[src/rtl/fp16_acc_seq.sv]
// Sequential FP16 accumulator around an external combinational fp16_add.
// Optional `FP16_ACC_SUBNORM_FLUSH_EN flushes subnormal inputs to signed zero.
module fp16_acc_seq #(
    parameter int LEN_W = 8
) (
    input  logic             clk,
    input  logic             rst,
    input  logic             start,
    input  logic [LEN_W-1:0] len,
    input  logic             in_valid,
    input  logic [15:0]      in_data,
    output logic             in_ready,
    output logic [15:0]      add_a,
    output logic [15:0]      add_b,
    input  logic [15:0]      add_c,
    output logic             out_valid,
    output logic [15:0]      out_data,
    input  logic             out_ready,
    output logic             busy
);

    typedef enum logic [1:0] {
        IDLE,
        ACC,
        DONE
    } state_t;

    state_t           state;
    logic [15:0]      acc;
    logic [LEN_W-1:0] cnt;
    logic             first;
    logic [15:0]      x;
    logic             beat;

    always_comb begin
        x = in_data;
`ifdef FP16_ACC_SUBNORM_FLUSH_EN
        if (in_data[14:10] == 5'd0 && in_data[9:0] != 10'd0) begin
            x = {in_data[15], 15'd0};
        end
`endif
    end

    assign beat     = (state == ACC) && in_valid && in_ready;
    assign add_a    = acc;
    assign add_b    = x;
    assign out_data = acc;

    // The adder assumes a hidden 1, so zero operands are handled here instead.
    always_ff @(posedge clk or posedge rst) begin
        if (rst) begin
            state     <= IDLE;
            acc       <= 16'h0000;
            cnt       <= '0;
            first     <= 1'b0;
            in_ready  <= 1'b0;
            out_valid <= 1'b0;
            busy      <= 1'b0;
        end else begin
            case (state)
                IDLE: begin
                    if (start) begin
                        cnt   <= len;
                        acc   <= 16'h0000;
                        first <= 1'b1;
                        busy  <= 1'b1;
                        if (len == '0) begin
                            state     <= DONE;
                            out_valid <= 1'b1;
                        end else begin
                            state    <= ACC;
                            in_ready <= 1'b1;
                        end
                    end
                end
                ACC: begin
                    if (beat) begin
                        if (first || acc[14:0] == 15'd0) begin
                            acc <= x;
                        end else if (x[14:0] != 15'd0) begin
                            acc <= add_c;
                        end
                        first <= 1'b0;
                        cnt   <= cnt - LEN_W'(1);
                        if (cnt == LEN_W'(1)) begin
                            state     <= DONE;
                            in_ready  <= 1'b0;
                            out_valid <= 1'b1;
                        end
                    end
                end
                DONE: begin
                    if (out_ready) begin
                        state     <= IDLE;
                        out_valid <= 1'b0;
                        busy      <= 1'b0;
                    end
                end
                default: begin
                    state     <= IDLE;
                    in_ready  <= 1'b0;
                    out_valid <= 1'b0;
                    busy      <= 1'b0;
                end
            endcase
        end
    end

endmodule
[config.mk]
export PLATFORM = sky130hd
export DESIGN_NAME = fp16_acc_seq
export DESIGN_NICKNAME = d
export VERILOG_FILES = /design/src/rtl/fp16_acc_seq.sv
export SDC_FILE = /design/constraint.sdc
export NUM_CORES = 1
export LEC_CHECK = 0
export BUFFER_PORTS_ARGS = -buffer_cell sky130_fd_sc_hd__buf_4
export CORE_ASPECT_RATIO = 1.1
export CORE_UTILIZATION = 41
export DETAILED_ROUTE_END_ITERATION = 8
export HOLD_SLACK_MARGIN = 0.1
export PLACE_DENSITY_LB_ADDON = 0.3
export SLEW_MARGIN = 10
export SYNTH_ARGS = -nofsm -noshare
export SYNTH_HDL_FRONTEND = slang
export SYNTH_SLANG_ARGS = --single-unit
export TNS_END_PERCENT = 100
[constraint.sdc]
create_clock -name clk -period 2.3 [get_ports clk]
set_input_delay 0.115 -clock clk [delete_from_list [all_inputs] [get_ports clk]]
set_output_delay 0.115 -clock clk [all_outputs]
set_load 0.02 [all_outputs]
# After elaboration in Yosys (flattened, before gate mapping)
# Index checks and enable logic that the tools add are counted.
# totals
regBits,30
input_bits,45
output_inout_bits,51
# classes
addsub,1
n_eq_ne,10
muxes,29
bitwise,2
reduce_logical,14
# op_table
operator,n
$mux 16,4
$pmux 16 s2,1
$mux 8,2
$pmux 8 s2,1
$logic_not 15->1,1
$reduce_bool 15->1,1
$mux 1,11
$mux 2,5
$ne 2x2->1 const B,5
$reduce_and 5->1,2
$pmux 1 s3,3
$eq 8x1->1 const B,1
$logic_not 8->1,1
$reduce_and 4->1,2
$sub 8x1->8 const B,1
$pmux 2 s3,1
$reduce_and 3->1,2
$ne 3x1->1 const B,1
$eq 2x1->1 const B,1
$eq 2x2->1 const B,1
$logic_and 1x1->1,2
$logic_not 2->1,1
$ne 2x1->1 const B,1
$not 1->1,2
other kinds (3),3

# Depth between registers and ports, before layout
# depth
depth_word,5
mapped_depth,7
mapped_depth_nobuf,6

# Least setup slack after synthesis
# Ideal clock, no wire load.
# synth_path
path_kind,reg-to-reg
from,register acc[14] (netlist: add_a[14])
to,register acc[0] (netlist: add_a[0])
setup_ps,126
t_arrival_ps,1689
slack_ps,485
stages_incl_launch_ff,6
path_buffers,1
cell_sequence,dfrtp_1 nor4_1 a41o_2 o31ai_4 buf_6 a221o_1
# synth_between
elab_chain_cells,5
elab_cells_between_ends,7
# synth_lines
element,line,source
from (decl),29,logic [15:0] acc;
from (signal assigned),53,acc <= 16'h0000;
from (signal assigned),64,acc <= 16'h0000;
from (signal assigned),79,acc <= x;
$logic_not 15->1 *,78,if (first || acc[14:0] == 15'd0) begin
$logic_or 1x1->1 *,78,
$mux 16,78,
$mux 16,77,if (beat) begin
$pmux 16 s2,60,case (state)
# Mark *: on every way between the ends. The rest lies on a longest branch, timed or not. The select of a mux whose other input is x is not followed.
# A chain may end at the register's enable or synchronous reset.

# Worst setup path in the final report
# layout_path
from,register acc[11] (netlist: add_a[11])
to,register acc[12] (netlist: add_a[12])
# Same word-level chain as after synthesis.

==> flow_summary.json <==
{
  "cts.sinks": 30,
  "final_common_cell": "buf_4",
  "holdCritPathClass": "in2reg",
  "drt-wirelength-per-cell_um": 15.11,
  "areaGrowthSynthToFinish_pct": 30.40,
  "use_met2": 0.3333,
  "grtUsageMet3": 0.03743,
  "end_kind": "flop",
  "fin_crit_sh": 0.8781,
  "cts_resized": 0,
  "ys.warnings.count": 0,
  "via_count": 1841,
  "synth_compound_area_frac": 0.2124,
  "async_flop_share": 1.000,
  "fp.dieW_um": 68.94,
  "cts_hold_buf": 1,
  "clk_pin_slew_ns": 0.07,
  "crit_arrival_ns": 2.18,
  "cts_setup_buffers": 0,
  "layout_common_cells": "buf_4, dfrtp_1, and3_1, a221o_1, and3_2",
  "tns_ns": 0,
  "final_layout_size_suffix_gt1_frac": 0.4838,
  "rsz0062_at_grt": "no",
  "ys.flop_type": "dfrtp_1",
  "synth_area_um2": 2021,
  "status": "completed",
  "seq_area_frac_synth": 0.3715,
  "drc": 0,
  "root_buffer": "clkbuf_8",
  "fmax_ghz": 0.4952,
  "cp_max_fo": 17,
  "grt_pass1_vias": 1644,
  "synth.area.mux_share": 0.004954,
  "synth_edf_count": 0,
  "nets": 323,
  "grtUsageTotal": 0.2018,
  "clock_path_buffers": 2,
  "worst_pin_slew_ns": 0.6926,
  "synthSimpleGateAreaFrac": 0.2353,
  "ios": 96,
  "viasPerCell": 5.529,
  "p_leak_nw": 1.371,
  "power.density_nw_per_um2": 1299,
  "vdd_drop_max_mv": 0.5061,
  "antenna_found_initial": 0,
  "core-area_um2": 4684,
  "timing.hold.ws_ns": 0.1301,
  "hold_violations": 0,
  "cts_tree": "yes",
  "dieArea_um2": 5214,
  "syn_inst": 210,
  "min_period_ns": 2.020,
  "gp_congestion": 0.7780,
  "rows": 26,
  "drt_iter0_markers": 133,
  "gr-usage-met1": 0.2575,
  "insertion_delay_ns": 0.28,
  "finClkSkew_ns": 0.009356,
  "grt_overflow": 0,
  "drt-total-wl_mm": 5.032,
  "max_cap_viol_count": 0,
  "ys_seq_elements": 30,
  "synth_top_family_by_area": "simple AND/OR/NAND/NOR gates",
  "start_kind": "flop",
  "synthAdderAreaFrac": 0.01238,
  "synth_xor_area_frac": 0,
  "cts_buffers": 5,
  "fp.dieH_um": 75.63,
  "cp.required_ns": 2.46,
  "slew_violations": 0,
  "grt_max_degree": 33,
  "diodes": 0,
  "finalSetupViolCount": 0,
  "syn_area_per_cell_um2": 9.622,
  "dp_hpwl_mm": 3.850,
  "path_class": "reg2reg",
  "first_pass_iters": 4,
  "grt_pass1_wl_mm": 7.665,
  "fin_total_pwr_w": 0.003423,
  "floorplan.initialDensity": 0.4314,
  "synth_cell_types": 37,
  "h-tree-depth": 2,
  "top_usage_layer": "met2",
  "io_buffers": 95,
  "synth_nets": 257,
  "fill_cells": 451,
  "slew_headroom": 0.5383,
  "drtAntennaViolNets": 0
}
==> power breakdown <==
part / total (W) / internal, W / switching (W)
clock: 0.000438 / 0.000241 / 0.000197
sequential: 0.00106 / 0.000779 / 0.000279
combinational: 0.00193 / 0.000847 / 0.00108
total: 0.00342 / 0.00187 / 0.00156
==> Yosys cell counts (2+ instances only) <==
cell type / number / share of area
nor4_1: 5 / 0.015
o21ai_0: 11 / 0.027
nor3_1: 7 / 0.017
buf_6: 3 / 0.017
a31oi_1: 2 / 0.0062
nand2_1: 5 / 0.0093
and3_2: 16 / 0.059
a221o_1: 16 / 0.079
a22oi_1: 2 / 0.0074
inv_1: 4 / 0.0074
a21o_1: 3 / 0.011
buf_2: 2 / 0.0050
dfrtp_1: 30 / 0.37
nor4_2: 3 / 0.019
nand2b_2: 2 / 0.0087
clkbuf_1: 5 / 0.0093
nor2b_1: 3 / 0.0093
nor2_1: 12 / 0.022
o2bb2ai_1: 4 / 0.017
ha_1: 2 / 0.012
and3_1: 16 / 0.050
buf_4: 32 / 0.12
a21oi_1: 11 / 0.027
==> cell families after synthesis <==
family	after synthesis
buffers and inverters	47
AO/OA/AOI/OAI	55
adder cells (fa/ha/maj)	2
multiplexers	1
AND/OR/NAND/NOR	75
flip-flops	30
==> state kept, by name, summed over array words and instances, names as in the netlist <==
register / count
in_ready: 1
add_a: 16
cnt: 8
state: 2
out_valid: 1
first: 1
busy: 1
==> worst max-delay path, stage by stage (launching register included) <==
cell and delay [ns]:
dfrtp_1 0.41, nor4_1 0.44, a41o_2 0.44, o31ai_4 0.22, a221o_1 0.40
==> metal layers <==
layer	vias up	share of wire
li1	888	-
met1	869	0.42
met2	77	0.51
met3	7	0.065
met4	0	0.013
met5	-	0
==> metrics by stage <==
step | std cells | area [um2] | util | worst slack (ns)
floorplan | 210 | 2021 | - | 0.4849
global placement | 324 | 2534 | 0.5409 | 0.3452
detailed placement | 324 | 2534 | 0.5409 | 0.2808
CTS | 333 | 2635 | 0.5625 | 0.2728
global route | 333 | 2635 | 0.5625 | 0.1712
finish | 333 | 2635 | 0.5625 | 0.2804
==> worst paths after layout <==
check	start	endpoint	slack (ns)	depth (start not counted)
setup / recovery	add_a[11]	add_a[12]	0.28	4
hold / removal	start	state[0]	0.13	3
setup reg to reg	add_a[11]	add_a[12]	0.28	4
hold reg to reg	out_valid	out_valid	0.48	1
max in group asynchronous	rst	add_a[12]	1.55	4
min in group asynchronous	rst	cnt[0]	0.47	4
==> area by class of cell <==
type                            count  area [um2]  area share
Multi-Input combinational cell    133       939.7      0.3566
Clock buffer                        7       86.33     0.03276
Clock inverter                      1       5.005    0.001899
Sequential cell                    30       750.7      0.2849
Tap cell                           56       70.07     0.02659
Timing Repair Buffer              102       768.2      0.2915
Inverter                            4       15.01    0.005698
Note: power is estimated with default switching activity, not from simulation.
